==> src/rtl/spi_adapter_arbiter.sv <==
// spi_adapter_arbiter: round-robin upstream mux and ID-routed downstream
// demux sharing one SPI minion adapter stream pair among nreqs clients.
module spi_adapter_arbiter #(
    parameter int nbits = 8,
    parameter int nreqs = 4
) (
    input  logic                                   clk,
    input  logic                                   reset,
    input  logic [nreqs-1:0]                       req_val,
    output logic [nreqs-1:0]                       req_rdy,
    input  logic [nreqs*(nbits-2-$clog2(nreqs))-1:0] req_msg,
    input  logic [nreqs-1:0]                       req_en,
    output logic [nbits-3:0]                       adp_recv_msg,
    output logic                                   adp_recv_val,
    input  logic                                   adp_recv_rdy,
    input  logic [nbits-3:0]                       adp_send_msg,
    input  logic                                   adp_send_val,
    output logic                                   adp_send_rdy,
    output logic [nbits-3-$clog2(nreqs):0]         resp_msg,
    output logic [nreqs-1:0]                       resp_val,
    input  logic [nreqs-1:0]                       resp_rdy,
    output logic [7:0]                             drop_cnt
);
    localparam int PW = nbits - 2;
    localparam int IW = $clog2(nreqs);
    localparam int DW = PW - IW;

    logic             ovalid;
    logic [PW-1:0]    omsg;
    logic [IW-1:0]    ptr;
    logic [nreqs-1:0] elig;
    logic [IW-1:0]    win;
    logic [IW-1:0]    sel;
    logic             any;
    logic [DW-1:0]    win_data;
    logic             can_load;
    logic             up_fire;
    int               idx;

    assign elig     = req_val & req_en;
    assign can_load = ~ovalid | adp_recv_rdy;
    assign up_fire  = any & can_load;

    // Descending scan so the lowest offset from ptr wins.
    always_comb begin
        win = '0;
        any = 1'b0;
        idx = 0;
        sel = '0;
        for (int k = nreqs - 1; k >= 0; k--) begin
            idx = int'(ptr) + k;
            if (idx >= nreqs) idx = idx - nreqs;
            sel = IW'(idx);
            if (elig[sel]) begin
                win = sel;
                any = 1'b1;
            end
        end
    end

    always_comb begin
        win_data = '0;
        for (int i = 0; i < nreqs; i++) begin
            if (win == IW'(i)) win_data = req_msg[i*DW +: DW];
        end
    end

    assign req_rdy = (up_fire & reset) ? (nreqs'(1) << win) : '0;

    always_ff @(posedge clk or negedge reset) begin
        if (!reset) begin
            ovalid <= 1'b0;
            omsg   <= '0;
            ptr    <= '0;
        end else if (up_fire) begin
            ovalid <= 1'b1;
            omsg   <= {win, win_data};
            ptr    <= (32'(win) == nreqs - 1) ? '0 : win + 1'b1;
        end else if (adp_recv_rdy) begin
            ovalid <= 1'b0;
        end
    end

    assign adp_recv_val = ovalid;
    assign adp_recv_msg = omsg;

    logic          rvalid;
    logic [IW-1:0] rid;
    logic [DW-1:0] rdata;
    logic [IW-1:0] sid;
    logic          sid_ok;
    logic          dn_fire;
    logic          drain;

    assign sid = adp_send_msg[PW-1 -: IW];

    always_comb begin
        sid_ok = 1'b0;
        for (int i = 0; i < nreqs; i++) begin
            if (sid == IW'(i)) sid_ok = 1'b1;
        end
    end

    assign drain        = rvalid & resp_rdy[rid];
    assign adp_send_rdy = ~rvalid | resp_rdy[rid];
    assign dn_fire      = adp_send_val & adp_send_rdy;

    always_ff @(posedge clk or negedge reset) begin
        if (!reset) begin
            rvalid   <= 1'b0;
            rid      <= '0;
            rdata    <= '0;
            drop_cnt <= '0;
        end else begin
            if (dn_fire & sid_ok) begin
                rvalid <= 1'b1;
                rid    <= sid;
                rdata  <= adp_send_msg[DW-1:0];
            end else if (drain) begin
                rvalid <= 1'b0;
            end
            if (dn_fire & ~sid_ok & (drop_cnt != 8'hFF))
                drop_cnt <= drop_cnt + 8'd1;
        end
    end

    assign resp_val = rvalid ? (nreqs'(1) << rid) : '0;
    assign resp_msg = rdata;
endmodule

==> config.mk <==
export PLATFORM = sky130hd
export DESIGN_NAME = spi_adapter_arbiter
export DESIGN_NICKNAME = d
export VERILOG_FILES = /design/src/rtl/spi_adapter_arbiter.sv
export SDC_FILE = /design/constraint.sdc
export NUM_CORES = 1
export LEC_CHECK = 0
export ABC_AREA = 1
export CAP_MARGIN = 15
export CORE_MARGIN = 2
export CORE_UTILIZATION = 38
export CTS_BUF_LIST = sky130_fd_sc_hd__clkbuf_8
export DETAILED_ROUTE_END_ITERATION = 10
export PLACE_DENSITY = 0.78
export SYNTH_ARGS = -nofsm -noshare
export SYNTH_HDL_FRONTEND = slang
export SYNTH_SLANG_ARGS = --single-unit
==> constraint.sdc <==
create_clock -name clk -period 2.8 [get_ports clk]
set_input_delay 0.84 -clock clk [delete_from_list [all_inputs] [get_ports clk]]
set_output_delay 0.84 -clock clk [all_outputs]
set_load 0.02 [all_outputs]
==> metrics.txt, run 1 <==
slew of the pin with the lowest slew margin 0.295 ns; Syn Nets 228; TritonCTS clock tree built; total global-route track usage 19.1%; wire length per cell 12.6 µm; number of cells on the worst reg-to-reg path 17; Slew headroom 80.4%; DPL Wire Length 2750 µm; grt total ovfl 0; detail-routed via count per cell 4.79; clock transition time at the flip-flop clock pins of the worst setup and hold paths 0.07 ns; clock insertion delay at the later pin of the skew report 0.25 ns; first-pass GRT wire length 6380 µm; Top-Level Pins 66; count of routing violations after the opening detailed-route iteration 66; vias in the first global route 1432; cell row count 22; Final Hold Vio Count 0; number of filler instances in the final layout 258; Net count, final 319; mean instance size in the synthesized netlist 7.51 µm²; Worst Path Required 1.96 ns; source of the critical timing path req_val[3]; Critical Path Start Type input port; Peak Freq 337 MHz; Area Growth Syn to Fin 86.0%; Maximum Capacitance Violations 0; maximum fanout count along the critical path 4; pin count of the biggest net entering global routing 25; cell count along the critical path 12; RSZ-0062 raised after global routing yes; synth top area cells dfrtp_1, nand2_1, nand3_1, inv_1, ha_1; Cell Pwr Density 1240 nW/µm²; clock root buffer clkbuf_8; worst slack after detailed placement -1.10 ns; CORE AREA 3610 µm²; min-delay worst type reg2reg; share of cells above drive strength 1 36.7%; Setup TNS -0.638 ns; number of clock buffers inserted by TritonCTS 3; number of vias after detailed routing 1547; critical setup path kind in2out; R2R Setup Slk 0.46 ns; multi-input gate area in the final layout 910 µm²; Cell Area, Synth 1400 µm²; post-route clock skew 0.00652 ns; status complete, but fails checks; register area 602 µm²; total count of max-transition violations in the final report 0; weighted congestion reported at the end of routability-driven placement 0.890; delay of the slowest critical-path stage 0.17 ns; share of the clock period used by the worst path 106%; TritonCTS sink count 24; dominant cell type by area after synthesis dfrtp_1; leakage dissipation 1.24 nW; portion of the post-synthesis area used by sequential elements 43.0%; combined buffer and inverter count along the critical path 4; die footprint 4180 µm²; buffer depth of the longest clock path 2; portion of synthesized cell area occupied by the leading cell type 43.0%; antenna-violating nets left 0; first-pass iteration count of the detailed router 4; maximum level of the CTS H-tree 1; min cycle time layout 2.97 ns; post-detailed-route DRC marker count 0; cell with the largest stage delay on the worst path o21ai_4; violated checks negative setup slack; number of synthesized register bits 24; Yosys cell types 24; Mapped Cells 186; CP endpoint req_rdy[2]; final setup violating endpoints 4; Reg2Reg Launch Point ptr[0]$_DFFE_PN0P_; final wirelength 4070 µm; Buffers on Ports 65; arrival time of data at the critical path endpoint 2.13 ns; Die Span X 64.6 µm; critical path capture point type output port; Warnings, synthesis 0; overall die height 64.6 µm; diodes inserted 0; number of antenna violations at the first check in global routing 0; hold_ws 0.375 ns; slack of the critical path -0.168 ns; worst-case vdd ir drop 0.000778 V; number of buffers inserted for hold repair after clock tree synthesis 0; family of cells with the greatest summed delay on the critical path simple AND/OR/NAND/NOR gates; endpoint of the lowest-slack register-to-register path adp_recv_msg[2]$_DFFE_PN0P_; cell breakdown of the critical path buf_8 > nand2_8 > o21ai_4 > nand2_1 > nor2_2 > o21bai_1 > nand2_1 > buf_6 > ha_4 > inv_4 > nor2_4 > buf_6; Initial Utilization 38.8%; total power consumption of the routed design 0.00324 W
==> per-stage QoR <==
stage          cell area, µm²  utilization [%]  std cells
6_report                 2600             72.1        323
5_1_grt                  2600             72.1        323
4_1_cts                  2510             69.6        318
3_5_place_dp             2270             63.1        308
3_3_place_gp             2270             63.1        308
2_1_floorplan            1470                -        186
==> cells by family after synthesis <==
kind of cell	share of synthesized area (%)
AOI/OAI and AO/OA	8.15
adders and majority gates	3.58
buffers and inverters	8.06
DFF	43.0
and+or+nand+nor	37.2
==> power by group <==
| part | internal [W] | switching [W] | total, W | leakage (nW) |
|---|---|---|---|---|
| Combinational | 0.00114 | 0.00135 | 0.00249 | 0.917 |
| Clock | 0.0000957 | 0.0000926 | 0.000188 | 0.0216 |
| Sequential | 0.000466 | 0.0000899 | 0.000556 | 0.302 |
==> worst register-to-register path: stages (launching register included) <==
cell and delay (ns):
dfrtp_2 0.49, inv_8 0.09, nand2_1 0.06, nand2_2 0.11, inv_2 0.07, nand2_4 0.09, nand3_4 0.08, o21bai_1 0.17
nand2_1 0.15, buf_6 0.16, ha_4 0.16, buf_4 0.14, a21oi_1 0.12, nand2_1 0.06, o21ai_0 0.08, o21ai_0 0.10
nand2_1 0.07, nand2_1 0.04
==> registers in the layout, indices dropped and copies added (netlist names) <==
| register | flops |
|---|---|
| ptr | 2 |
| resp_msg | 4 |
| adp_recv_val | 1 |
| drop_cnt | 8 |
| rvalid | 1 |
| adp_recv_msg | 6 |
| rid | 2 |
==> routing by layer <==
layer | up-vias | GRT usage (%) | part of all wire [%]
li1 | 765 | - | -
met1 | 711 | 24.2 | 42
met2 | 61 | 33.9 | 49
met3 | 10 | 4.17 | 6.3
met4 | 0 | 3.46 | 1.9
met5 | - | 0 | 0
==> worst min path at each step <==
| stage | from | cells after the start | slack (ns) | to |
|---|---|---|---|---|
| floorplan | reset | 0 | 0.54 | adp_recv_msg[0]$_DFFE_PN0P_ |
| global placement | drop_cnt[5]$_DFFE_PN0P_ | 0 | 0.36 | drop_cnt[5]$_DFFE_PN0P_ |
| detailed placement | drop_cnt[5]$_DFFE_PN0P_ | 0 | 0.36 | drop_cnt[5]$_DFFE_PN0P_ |
| CTS | drop_cnt[5]$_DFFE_PN0P_ | 0 | 0.38 | drop_cnt[5]$_DFFE_PN0P_ |
| global route | drop_cnt[7]$_DFFE_PN0P_ | 0 | 0.39 | drop_cnt[7]$_DFFE_PN0P_ |
| finish | drop_cnt[5]$_DFFE_PN0P_ | 0 | 0.38 | drop_cnt[5]$_DFFE_PN0P_ |
==> timing repair <==
action	4_1_cts	5_1_grt
cloned	0	0
setup buffers	7	5
pin swaps	33	21
hold endpoints to repair	0	0
gates resized for setup	94	14
setup endpoints to repair	5	4
==> layout by cell type, fill, tap and decap left out, drive strengths merged <==
cell and count:
dfrtp 24, nor2 11, a31oi 1, clkbuf 3, o21ai 11, nor3 4, buf 43, nand3 21
a21oi 6, nand2 76, o21bai 1, inv 16, clkdlybuf4s50 52, dlygate4sd2 1, nand4 1, ha 4
==> layout make-up <==
type	count	share of cell area, %
sequential	24	23.1
clock buffer	3	1.59
tap	48	2.31
timing repair buffer	96	35.1
inverter	16	2.89
multi-input combinational	136	35.0
==> cells in the mapped netlist <==
master	n
nand2_1	70
dfrtp_1	24
nand3_1	20
inv_1	14
nor2_1	9
o21ai_0	9
clkbuf_1	8
a21oi_1	6
nand2_2	5
ha_1	4
nor3_1	4
a31oi_1	1
buf_1	1
buf_6	1
inv_2	1
inv_8	1
nand2_4	1
nand3_4	1
nand4_2	1
nor2_4	1
nor2_8	1
o21ai_2	1
o21ai_4	1
o21bai_1	1
Note: power is estimated with default switching activity, not from simulation.
==> run 2: changes to the inputs <==
--- a/config.mk
+++ b/config.mk
@@ -6,12 +6,15 @@
 export NUM_CORES = 1
 export LEC_CHECK = 0
 export ABC_AREA = 1
+export ABC_CLOCK_PERIOD_IN_PS = 2800
 export CAP_MARGIN = 15
+export CELL_PAD_IN_SITES_DETAIL_PLACEMENT = 2
+export CELL_PAD_IN_SITES_GLOBAL_PLACEMENT = 2
 export CORE_MARGIN = 2
-export CORE_UTILIZATION = 38
+export CORE_UTILIZATION = 20
 export CTS_BUF_LIST = sky130_fd_sc_hd__clkbuf_8
 export DETAILED_ROUTE_END_ITERATION = 10
-export PLACE_DENSITY = 0.78
+export PLACE_DENSITY_LB_ADDON = 0.1
 export SYNTH_ARGS = -nofsm -noshare
 export SYNTH_HDL_FRONTEND = slang
 export SYNTH_SLANG_ARGS = --single-unit
==> metrics.txt, run 2 (synthesis gave the netlist of run 1 again) <==
status complete, but fails checks; violated checks negative setup slack; min-delay worst type reg2reg; commonest non-fill, non-tap cells in the layout clkdlybuf4s50_1, nand2_1, buf_4, dfrtp_1, buf_6; total power consumption of the routed design 0.00363 W (+12%); total global-route track usage 13.9% (-5.3 points); number of clock buffers inserted by TritonCTS 3 (unchanged); diodes inserted 0 (unchanged); number of buffers inserted for hold repair after clock tree synthesis 0 (unchanged); Worst Hold End drop_cnt[7]$_DFFE_PN0P_; post-route clock skew 0.000834 ns (-0.00569 ns); share of the clock period used by the worst path 105% (-1.0 points); TritonCTS clock tree built; share of cells above drive strength 1 39.5% (+2.8 points); detail-routed via count per cell 4.15 (-13%); slack of the critical path -0.139 ns (+0.0291 ns); most frequent standard cell in the layout excluding fill and tap cells clkdlybuf4s50_1; slew of the pin with the lowest slew margin 0.320 ns (+0.0252 ns); first-pass iteration count of the detailed router 3 (-1); maximum level of the CTS H-tree 1 (unchanged); cell row count 30 (+36%); flip-flop count of the largest register, all copies and words added 8 (unchanged); hold path depth 0 (unchanged); Final Hold Vio Count 0 (unchanged); critical setup path kind in2out; total non-filler cell area in the finished layout 2850 µm² (+9.6%); clock insertion delay at the later pin of the skew report 0.26 ns (about the same); Worst Path Required 1.96 ns (about the same); clock root buffer clkbuf_8; first-pass GRT wire length 8450 µm (+33%); count of routing violations after the opening detailed-route iteration 19 (-71%); post-layout instance count excluding filler cells 377 (+17%); buffer depth of the longest clock path 2 (unchanged); register with the most flip-flops drop_cnt; Die Span X 87.6 µm (+36%); internal power component 0.00189 W (+11%); post-detailed-route DRC marker count 0 (unchanged); Net count, final 325 (+1.9%); final setup violating endpoints 4 (unchanged); Area Growth Syn to Fin 104%; min cycle time layout 2.94 ns (-0.0291 ns); final core area utilization 42.0% (-30 points); sw frac 48.0% (+0.61 points); leakage dissipation 1.29 nW (+4.3%); delay of the slowest critical-path stage 0.16 ns (about the same); total count of max-transition violations in the final report 0 (unchanged); pin count of the biggest net entering global routing 25 (unchanged); weighted congestion reported at the end of routability-driven placement 0.741 (-17%); antenna-violating nets left 0 (unchanged); Initial Utilization 20.6% (-18 points); cell with the largest stage delay on the worst path buf_4; Top-Level Pins 66 (unchanged); proportion of power drawn by combinational gates 79.5% (+2.5 points); clock transition time at the flip-flop clock pins of the worst setup and hold paths 0.08 ns (about the same); number of filler instances in the final layout 750 (+190%); Peak Freq 340 MHz (+0.99%); endpoint of the lowest-slack register-to-register path adp_recv_msg[2]$_DFFE_PN0P_; overall die height 87.6 µm (+36%); number of cells on the worst reg-to-reg path 20 (+3); die footprint 7670 µm² (+84%); arrival time of data at the critical path endpoint 2.10 ns (-0.03 ns); maximum fanout count along the critical path 4 (unchanged); final wirelength 5430 µm (+33%); Buffers on Ports 65 (unchanged); RSZ-0062 raised after global routing yes; vias in the first global route 1706 (+19%); area after detailed placement 2350 µm² (+3.5%); CORE AREA 6790 µm² (+88%); critical path capture point type output port; number of antenna violations at the first check in global routing 0 (unchanged); sequential cell fraction of total power 14.8% (-2.4 points); clock network fraction of design power 5.6% (-0.2 points); R2R Setup Slk 0.53 ns (+0.07 ns); cell breakdown of the critical path buf_6 > nand2_2 > nand2_2 > nand2_4 > buf_4 > nand2_4 > nand2_2 > nand2_2 > nand2_4 > inv_4 > ha_4 > inv_6 > nor2_4 > buf_6; DPL Wire Length 3790 µm (+38%); Post-Place Cells 357 (+16%); hold_sp drop_cnt[7]$_DFFE_PN0P_; Reg2Reg Launch Point ptr[0]$_DFFE_PN0P_; Slew headroom 78.7% (-1.7 points); TritonCTS sink count 24 (unchanged); cell occurring most often along the worst timing path nand2_2; wire length per cell 14.4 µm (+14%); NetSw 0.00174 W (+14%); grt total ovfl 0 (unchanged); number of vias after detailed routing 1566 (+1.2%); Critical Path Start Type input port; Maximum Capacitance Violations 0 (unchanged); worst-case vdd ir drop 0.000692 V (-11%); Cell Pwr Density 1280 nW/µm² (+2.4%)
==> run 2: metrics by stage <==
stage	setup slack, ns	TNS (ns)	hold slack, ns
final	-0.139	-0.458	0.381
after global routing	-0.251	-0.837	0.392
after CTS	-0.147	-0.460	0.387
after detailed placement	-1.14	-5.69	0.367
after global placement	-1.09	-5.16	0.365
after floorplan	-0.00251	-0.00251	0.544
==> run 2: power by group through the flow <==
stage | logic [W] | registers [W] | clock network [W]
6_report | 0.00289 | 0.000540 | 0.000204
5_1_grt | 0.00316 | 0.000557 | 0.000226
4_1_cts | 0.00257 | 0.000544 | 0.000214
3_5_place_dp | 0.00212 | 0.000548 | 0
3_3_place_gp | 0.00209 | 0.000542 | 0
2_1_floorplan | 0.00121 | 0.000622 | 0
==> run 2: critical path: cells and delay by family <==
| family | cells | cell delay [ns] |
|---|---|---|
| adder cells (fa/ha/maj) | 1 | 0.16 |
| buffers and inverters | 5 | 0.48 |
| AND/OR/NAND/NOR | 8 | 0.59 |
==> run 2: how the worst max path moves through the flow <==
stage	startpoint	endpoint	slack, ns	depth (start not counted)
detailed placement	req_val[3]	req_rdy[0]	-1.14	13
CTS	ptr[0]$_DFFE_PN0P_	req_rdy[3]	-0.15	13
finish	req_en[0]	req_rdy[1]	-0.14	14
global route	req_val[3]	req_rdy[3]	-0.25	12
global placement	req_val[1]	req_rdy[0]	-1.09	13
floorplan	req_val[3]	req_rdy[3]	-0.003	14
==> run 2: timing repair <==
action	CTS	global route
setup endpoints to repair	6	4
resized for setup	106	29
hold endpoints to repair	0	0
setup buffers	11	7
pin swaps	33	28
==> run 2: cell type report <==
class                   count  area [µm²]  area share [%]
clock buffers               3        41.3            1.45
inverters                  16        90.1            3.16
multi-input cells         136        1000            35.1
flip-flops and latches     24         601            21.1
well taps                  96         120            4.21
repair buffers            102         997            35.0
==> run 2: layer usage <==
| metal | wire length, µm | GRT usage, % |
|---|---|---|
| met1 | 2450 | 19.2 |
| met2 | 2720 | 23.3 |
| met3 | 202 | 1.60 |
| met4 | 53 | 2.94 |
| met5 | 0 | 0 |
==> run 3: changes to the inputs <==
--- a/config.mk
+++ b/config.mk
@@ -13,8 +13,10 @@
 export CORE_MARGIN = 2
 export CORE_UTILIZATION = 20
 export CTS_BUF_LIST = sky130_fd_sc_hd__clkbuf_8
+export CTS_CLUSTER_SIZE = 30
 export DETAILED_ROUTE_END_ITERATION = 10
 export PLACE_DENSITY_LB_ADDON = 0.1
+export SLEW_MARGIN = 10
 export SYNTH_ARGS = -nofsm -noshare
 export SYNTH_HDL_FRONTEND = slang
 export SYNTH_SLANG_ARGS = --single-unit
==> results of run 3 <==
The final DEF is identical to that of run 2; final timing and power are the same.
